`src/rtl/mem_dump_pkg.sv`:
```
// mem_dump_pkg
// Shared definitions for the post-run data-memory dump block.
// Holds the dump state enumeration and the default address/data widths
// used by mem_dump and mem_dump_csum.
// Optional feature macro used elsewhere in this slice: MEM_DUMP_CHECKSUM_EN.

package mem_dump_pkg;

  localparam int MEM_DUMP_AW = 8;
  localparam int MEM_DUMP_DW = 8;

  typedef enum logic [1:0] {
    IDLE   = 2'd0,
    STREAM = 2'd1,
    DONE   = 2'd2
  } mem_dump_state_t;

endpackage

```
`src/rtl/mem_dump_csum.sv`:
```
// mem_dump_csum
// Running modular byte sum for the optional checksum beat of mem_dump.
// Only instantiated when MEM_DUMP_CHECKSUM_EN is defined.
// Ports:
//   clk_i   - system clock, rising edge
//   reset_i - synchronous active-high reset
//   clr_i   - clears the sum (start of a new dump)
//   en_i    - adds data_i to the sum this cycle
//   data_i  - byte to accumulate
//   sum_o   - current sum, modulo 2^DW

module mem_dump_csum
  import mem_dump_pkg::*;
#(
  parameter int DW = MEM_DUMP_DW
) (
  input  logic          clk_i,
  input  logic          reset_i,
  input  logic          clr_i,
  input  logic          en_i,
  input  logic [DW-1:0] data_i,
  output logic [DW-1:0] sum_o
);

  logic [DW-1:0] sumQ;

  // Clear has priority over accumulate so a new dump never inherits
  // a byte from the previous one; the adder simply drops its carry.
  always_ff @(posedge clk_i) begin
    if (reset_i) begin
      sumQ <= '0;
    end else if (clr_i) begin
      sumQ <= '0;
    end else if (en_i) begin
      sumQ <= sumQ + data_i;
    end
  end

  assign sum_o = sumQ;

endmodule

```
`src/rtl/mem_dump.sv`:
```
// mem_dump
// Post-run data-memory reader. When the processor raises done, walks a
// window of data memory through a dedicated combinational read port and
// streams each byte out over a valid/ready interface.
// Optional feature: define MEM_DUMP_CHECKSUM_EN to append one extra beat
// carrying the modular sum of all streamed bytes (out_last moves to it).
// Ports:
//   clk        - system clock, rising edge
//   reset      - synchronous active-high reset
//   done_in    - processor done level; its rising edge starts a dump
//   base_addr  - first address of the window, sampled at trigger
//   len        - byte count 0..2^AW, sampled at trigger
//   rd_addr    - address to the data-memory read port
//   rd_data    - read data, valid in the same cycle as rd_addr
//   out_data   - stream byte
//   out_valid  - out_data is valid
//   out_ready  - consumer accepts the byte
//   out_last   - final beat of the dump
//   busy       - dump in progress (STREAM)
//   finished   - dump complete, waiting for done_in to drop (DONE)

module mem_dump
  import mem_dump_pkg::*;
#(
  parameter int AW = MEM_DUMP_AW,
  parameter int DW = MEM_DUMP_DW
) (
  input  logic          clk,
  input  logic          reset,
  input  logic          done_in,
  input  logic [AW-1:0] base_addr,
  input  logic [AW:0]   len,
  output logic [AW-1:0] rd_addr,
  input  logic [DW-1:0] rd_data,
  output logic [DW-1:0] out_data,
  output logic          out_valid,
  input  logic          out_ready,
  output logic          out_last,
  output logic          busy,
  output logic          finished
);

  mem_dump_state_t stateQ, stateD;
  logic            doneQ;
  logic [AW-1:0]   rdAddrQ, rdAddrD;
  logic [AW:0]     remainingQ, remainingD;
  logic [DW-1:0]   outDataQ, outDataD;
  logic            outValidQ, outValidD;
  logic            outLastQ, outLastD;

  logic            trigger;
  logic            canLoad;
  logic            loadData;
  logic            loadCsum;
  logic            lastAccepted;
  logic            csumPendingQ;
  logic [DW-1:0]   csumSum;

  // A dump starts only on a genuine 0->1 transition of done_in seen
  // while idle. The output register may refill whenever it is empty or
  // being drained this very edge, which gives bubble-free streaming.
  assign trigger      = (stateQ == IDLE) && done_in && !doneQ;
  assign canLoad      = (stateQ == STREAM) && (!outValidQ || out_ready);
  assign loadData     = canLoad && (remainingQ != '0);
  assign loadCsum     = canLoad && (remainingQ == '0) && csumPendingQ;
  assign lastAccepted = (stateQ == STREAM) && outValidQ && out_ready && outLastQ;

`ifdef MEM_DUMP_CHECKSUM_EN
  // The checksum beat is owed from trigger until it has been loaded into
  // the output register; while owed, no data beat may carry out_last.
  always_ff @(posedge clk) begin
    if (reset) begin
      csumPendingQ <= 1'b0;
    end else if (trigger) begin
      csumPendingQ <= 1'b1;
    end else if (loadCsum) begin
      csumPendingQ <= 1'b0;
    end
  end

  mem_dump_csum #(
    .DW(DW)
  ) uCsum (
    .clk_i  (clk),
    .reset_i(reset),
    .clr_i  (trigger),
    .en_i   (loadData),
    .data_i (rd_data),
    .sum_o  (csumSum)
  );
`else
  assign csumPendingQ = 1'b0;
  assign csumSum      = '0;
`endif

  // State and datapath registers. During reset the previous-done flag
  // tracks done_in itself, so a done_in already high when reset is
  // released does not look like a fresh rising edge.
  always_ff @(posedge clk) begin
    if (reset) begin
      stateQ     <= IDLE;
      doneQ      <= done_in;
      rdAddrQ    <= '0;
      remainingQ <= '0;
      outDataQ   <= '0;
      outValidQ  <= 1'b0;
      outLastQ   <= 1'b0;
    end else begin
      stateQ     <= stateD;
      doneQ      <= done_in;
      rdAddrQ    <= rdAddrD;
      remainingQ <= remainingD;
      outDataQ   <= outDataD;
      outValidQ  <= outValidD;
      outLastQ   <= outLastD;
    end
  end

  // Next-state and datapath updates. A data load reads the byte at the
  // current address and advances the address (wrapping naturally at
  // 2^AW); once the data is exhausted the checksum beat, if owed, is
  // loaded the same way. The dump ends when the out_last beat is taken,
  // or immediately when there was nothing at all to send.
  always_comb begin
    stateD     = stateQ;
    rdAddrD    = rdAddrQ;
    remainingD = remainingQ;
    outDataD   = outDataQ;
    outValidD  = outValidQ;
    outLastD   = outLastQ;

    case (stateQ)
      IDLE: begin
        if (trigger) begin
          stateD     = STREAM;
          rdAddrD    = base_addr;
          remainingD = len;
        end
      end

      STREAM: begin
        if (loadData) begin
          outDataD   = rd_data;
          outValidD  = 1'b1;
          outLastD   = (remainingQ == (AW+1)'(1)) && !csumPendingQ;
          rdAddrD    = rdAddrQ + AW'(1);
          remainingD = remainingQ - (AW+1)'(1);
        end else if (loadCsum) begin
          outDataD  = csumSum;
          outValidD = 1'b1;
          outLastD  = 1'b1;
        end else if (outValidQ && out_ready) begin
          outValidD = 1'b0;
          outLastD  = 1'b0;
        end

        if (lastAccepted) begin
          stateD = DONE;
        end else if ((remainingQ == '0) && !outValidQ && !csumPendingQ) begin
          stateD = DONE;
        end
      end

      DONE: begin
        if (!done_in) begin
          stateD = IDLE;
        end
      end

      default: begin
        stateD = IDLE;
      end
    endcase
  end

  assign rd_addr   = rdAddrQ;
  assign out_data  = outDataQ;
  assign out_valid = outValidQ;
  assign out_last  = outLastQ;
  assign busy      = (stateQ == STREAM);
  assign finished  = (stateQ == DONE);

endmodule

```
`config.mk`:
```
export PLATFORM = sky130hd
export DESIGN_NAME = mem_dump
export DESIGN_NICKNAME = d
export VERILOG_FILES = /design/src/rtl/mem_dump_pkg.sv /design/src/rtl/mem_dump_csum.sv /design/src/rtl/mem_dump.sv
export SDC_FILE = /design/constraint.sdc
export NUM_CORES = 1
export LEC_CHECK = 0
export BUFFER_PORTS_ARGS = -buffer_cell sky130_fd_sc_hd__buf_4
export CAP_MARGIN = 5
export CORE_ASPECT_RATIO = 1.4
export CORE_MARGIN = 3
export CORE_UTILIZATION = 50
export CTS_BUF_LIST = sky130_fd_sc_hd__clkbuf_4
export CTS_CLUSTER_SIZE = 12
export DETAILED_ROUTE_END_ITERATION = 8
export HOLD_SLACK_MARGIN = 0.02
export PLACE_DENSITY = 0.88
export SETUP_SLACK_MARGIN = 0.05
export SYNTH_ARGS = -nofsm -noshare
export SYNTH_HDL_FRONTEND = slang
export SYNTH_HIERARCHICAL = 1
export SYNTH_SLANG_ARGS = --single-unit
```
`constraint.sdc`:
```
create_clock -name clk -period 1.7 [get_ports clk]
set_input_delay 0.255 -clock clk [delete_from_list [all_inputs] [get_ports clk]]
set_output_delay 0.255 -clock clk [all_outputs]
set_load 0.01 [all_outputs]
```
# Word-level counts from Yosys, hierarchy flattened
# Index checks and enable logic that the tools add are counted.
[word_totals] regBits=30 out_inout_bits=20 input_bits=29
[classes] addsub=2 n_eq_ne=7 n_reduce_logical=21 n_mux=14
[ops] cell="2-to-1 mux 9 bit" count=2
[ops] cell="case mux 9 bit (2 select lines)" count=1
[ops] cell="2-to-1 mux 8 bit" count=2
[ops] cell="case mux 8 bit (2 select lines)" count=1
[ops] cell="equality test 9 x 1 -> 1 bit, second input constant" count=1
[ops] cell="logical AND 1 bit" count=9
[ops] cell="zero test 9 bit" count=1
[ops] cell="nonzero test 9 bit" count=1
[ops] cell="subtractor 9 x 1 -> 9 bit, second input constant" count=1
[ops] cell="adder 8 x 1 -> 8 bit, second input constant" count=1
[ops] cell="2-to-1 mux 2 bit" count=4
[ops] cell="case mux 2 bit (3 select lines)" count=1
[ops] cell="AND reduction 3 bit" count=2
[ops] cell="!= test 2 bit, second input constant" count=2
[ops] cell="AND reduction 2 bit" count=2
[ops] cell="nonzero test 2 bit" count=2
[ops] cell="2-to-1 mux 1 bit" count=3
[ops] cell="!= test 3 x 1 -> 1 bit, second input constant" count=1
[ops] cell="equality test 2 x 1 -> 1 bit, second input constant" count=1
[ops] cell="equality test 2 bit, second input constant" count=1
[ops] cell="zero test 1 bit" count=2
[ops] cell="zero test 2 bit" count=1
[ops] cell="!= test 2 x 1 -> 1 bit, second input constant" count=1
[ops] cell="logical OR 1 bit" count=1

# Longest topological paths before layout
[logic_depth] depth_word=6 mapped_depth=8 depth_no_buf=6

# Worst setup path before layout
# No wires, ideal clock.
[synth_timing] path_kind="register to register" startpoint="register remainingQ[0]" endpoint="register rdAddrQ[4] (netlist: rd_addr[4])" arrival_time_ns=1.362 path_stages_with_launch=8 synth_period_minus_slack_ns=1.497 path_slack_ns=0.203 path_cell_list="dfxtp_1 > inv_1 > ha_1 > and4_4 > o21a_4 > buf_8 > a21oi_2 > o32ai_2"
[synth_between] elab_chain_cells=4
[synth_rtl] item="start: declaration" line_no="mem_dump.sv:46" source="logic [AW:0] remainingQ, remainingD;"
[synth_rtl] item="start signal: assignment" line_no="mem_dump.sv:112" source="remainingQ <= remainingD;"
[synth_rtl] item="nonzero test 9 bit" line_no="mem_dump.sv:64" source="assign loadData = canLoad && (remainingQ != '0);"
[synth_rtl] item="logical AND 1 bit" line_no="mem_dump.sv:64"
[synth_rtl] item="!= test 2 x 1 -> 1 bit (no line)"
[synth_rtl] item="AND reduction 3 bit (no line)"
[synth_rtl] item="end signal: assignment" line_no="mem_dump.sv:111" source="rdAddrQ <= rdAddrD;"
[synth_rtl] item="end: declaration" line_no="mem_dump.sv:45" source="logic [AW-1:0] rdAddrQ, rdAddrD;"
# No other way between the ends.
# A chain may end at the register's enable or synchronous reset.

# Final worst setup path
[layout_timing] startpoint="register stateQ[0]" endpoint="register rdAddrQ[4] (netlist: rd_addr[4])"
[layout_between] elab_chain_cells=5 word_cells_on_any_way=11 cone_classes="eq/ne: 3; mux: 1; reduce/logical: 7"
[layout_rtl] item="start: declaration" line_no="mem_dump.sv:43" source="mem_dump_state_t stateQ, stateD;"
[layout_rtl] item="start signal: assignment" line_no="mem_dump.sv:109" source="stateQ <= stateD;"
[layout_rtl] item="equality test 2 x 1 -> 1 bit or zero test 2 bit (tied branches)" line_no="mem_dump.sv:63, mem_dump.sv:132, mem_dump.sv:62"
[layout_rtl] item="logical AND 1 bit, on equally long branches" line_no="mem_dump.sv:63, mem_dump.sv:62"
[layout_rtl] item="logical AND 1 bit, on equally long branches" line_no="mem_dump.sv:64, mem_dump.sv:62"
[layout_rtl] item="!= test 2 x 1 -> 1 bit (no line) or != test 2 bit (tied branches)"
[layout_rtl] item="AND reduction 3 bit (no line)"
# Several ways; a longest one is shown, not always the timed one.

==> results.toml <==
[placement]
io_buffers = 48
post-dp-hpwl_mm = 2.816
dp_cells = 279
dp_slack_ns = 0.09290
place_congestion = 0.9192

[setup_path]
r2r-start = "stateQ[0]"
worstRegToRegCells = 5
crit_arrival_ns = 1.84
required_ns = 1.92
crit_end = "rd_addr[4]"
r2r_slack_ns = 0.08
cp_max_fo = 16
cp-end-kind = "flop"
startpoint_type = "flop"
crit_start = "stateQ[0]"
critical_path_class = "reg -> reg"
rr_endpoint = "rd_addr[4]"

[synth]
synth_xor_area_share_pct = 0
ys_seq_area_share_pct = 37.15
synth_fp_nets = 229
ys_ff_latch = 30
synth_simple_gate_area_share_pct = 22.45
syn_inst = 196
yosys_warnings = 6
synth_enable_flop_cells = 0
synth_fa_ha_area_share_pct = 3.096
synth.avg_cell_area_um2 = 8.248
synth_area_um2 = 1617
synth_mux_area_share_pct = 4.954
ys_types = 43
synth_compound_area_share_pct = 26.78
synth_top_family_by_area = "compound AO/OA/AOI/OAI gates"
synth_top_flop_cell = "dfxtp_1"
synth_async_sr_flop_share_pct = 0

[run]
drv_cap = 0

[route]
dr.pass1.iters = 4
drtIter0Drc = 81
wl_per_cell_um = 14.88
via_per_inst = 5.810
route.vias.total = 1685
wl_mm = 4.314
detail-route-antenna-nets = 0
drc = 0

[cts]
cts_tree = "done"
cts_sinks = 30
cts-root-buf = "clkbuf_4"
cts_max_path_buffers = 2
cts_inserted_buffers = 5
clkLatencyLatePin_ns = 0.34
htree_levels = 2
clkTransAtPathRegs_ns = 0.09
postCtsHoldBufs = 0

[timing]
fin_crit_ns = 1.621
fin_hold_ws_ns = 0.03737
finalSetupViolCount = 0
worst_slew_margin_rel_pct = 75.19
fmax_mhz = 617.1
fin_skew_ns = 0.01054
hold_viol = 0
drv_slew = 0
worst_slew_pin_slew_ns = 0.3682
tns_ns = 0
setup_slack_ns = 0.07942
fin_crit_sh_pct = 95.33
rsz0062_at_grt = "yes"

[cells_and_area]
register_area_um2 = 606.8
drive_gt1_share_pct = 35.97
nFillCells = 218
fin_nets = 287
area_delta_synth_final_pct = 34.44
layout.cells.non_filler = 290
fin_util_pct = 73.32
diodes = 0
multi_input_area_um2 = 979.7

[global_routing]
grt_pass1_vias = 1480
antenna_found_initial = 0
grt_overflow_total = 0
grt_start_max_net_pins = 32
grt_use_total_pct = 21.70
grt_pass1_wl_mm = 6.361

[floorplanning]
rows = 23
core_area_um2 = 2964
dieArea_um2 = 3961
die_h_um = 73.28
boundaryPins = 49
die_w_um = 54.06
initial_core_util_pct = 54.54

[hold_path]
min-delay-start = "done_in"
hp-class = "in -> reg"

[power]
power_density_nw_per_um2 = 886.5
ir_drop_mv = 0.6793
leakagePower_nw = 0.9640

[status]
status = "finished clean"
## area by class of cell
type | count | share of cell area (%)
clock buffer | 5 | 1.727
clock inverter | 1 | 0.1727
inverter | 5 | 0.9787
multi-input combinational | 151 | 45.08
sequential | 30 | 27.92
tap | 37 | 2.130
timing repair buffer | 61 | 21.99
## what timing repair did
| item | in CTS | in global routing |
|---|---|---|
| endpoints found under the setup margin | 0 | 25 |
| setup buffers | 0 | 4 |
| resized for setup | 0 | 15 |
## placed cells by master, fill, tap and decap left out, types with 2 or more instances in the layout
cell,n
a211oi_2,2
a21oi_1,19
a21oi_2,3
a311oi_1,2
a31oi_1,3
buf_4,58
buf_6,2
clkbuf_4,5
dfxtp_1,25
dfxtp_2,5
ha_1,4
inv_1,4
mux2i_1,7
nand2_1,34
nand2b_1,5
nand3_1,4
nand3b_1,3
nor2_1,18
nor3_1,4
o21ai_0,10
o21ai_1,6
o21ai_4,2
o31ai_1,2
o32ai_2,2
## worst max-delay path, cell delays in order, from the launching register on
cell,delay [ns]
dfxtp_1,0.35
or4b_4,0.58
o21a_4,0.22
buf_4,0.15
a21oi_2,0.11
o32ai_2,0.09
## stage by stage
step | cell area, um2 | power (W)
after floorplan | 1617 | 0.001250
after global placement | 2034 | 0.001455
after detailed placement | 2034 | 0.001467
after CTS | 2076 | 0.001841
after global routing | 2173 | 0.002029
final | 2173 | 0.001927
## power by group
| group | internal [W] | total [W] | switching, W |
|---|---|---|---|
| clock | 0.000141 | 0.000381 | 0.000240 |
| combinational | 0.000332 | 0.000702 | 0.000370 |
| sequential | 0.000772 | 0.000844 | 0.0000719 |
| total | 0.00124 | 0.00193 | 0.000682 |
## state kept, by name (all words and copies together), names as in the netlist
signal and cells:
out_last 1, rd_addr 8, stateQ 2, remainingQ 9, doneQ 1, out_data 8
out_valid 1
## synth_stat cells, types with 2 or more instances
cell      count  area (um2)
a211oi_1      2       15.01
a21oi_1      20       100.1
a21oi_2       2       17.52
a311oi_1      2       17.52
a31oi_1       3       18.77
buf_4         2       15.01
clkbuf_1      6       22.52
dfxtp_1      30       600.6
ha_1          4       50.05
inv_1         4       15.01
mux2i_1       8       80.08
nand2_1      34       127.6
nand2b_1      5       31.28
nand3_1       4       20.02
nand3b_1      3       22.52
nor2_1       18       67.56
nor3_1        4       20.02
o21ai_0      10       50.05
o21ai_1       6       30.03
o21ai_4       2       32.53
o31ai_1       2       15.01
o32ai_2       2       32.53
o41ai_1       3       26.28
## kinds of logic (layout without fill, tap and decap cells)
family,Yosys count,count (layout)
and+or+nand+nor,76,76
AOI/OAI and AO/OA,62,63
buffers and inverters,16,72
adders and majority gates,4,4
DFF,30,30
muxes,8,8
## routing by layer
metal  GRT usage [%]  part of all wire, %  up-vias  wire, um
met5               0                    0        -         0
met4           11.63                  2.5        0       108
met3           5.477                  6.8       13       294
met2           36.66                   52       83      2222
met1           24.20                   39      768      1688
li1                -                    -      821         -
## how the worst min path moves through the flow
stage / end / depth (start not counted) / slack [ns]
6_report: doneQ / 1 / 0.04
5_1_grt: doneQ / 1 / 0.03
4_1_cts: doneQ / 1 / 0.03
3_5_place_dp: doneQ / 1 / 0.38
3_3_place_gp: doneQ / 1 / 0.38
2_1_floorplan: doneQ / 0 / 0.28
(Power assumes the default switching activity.)
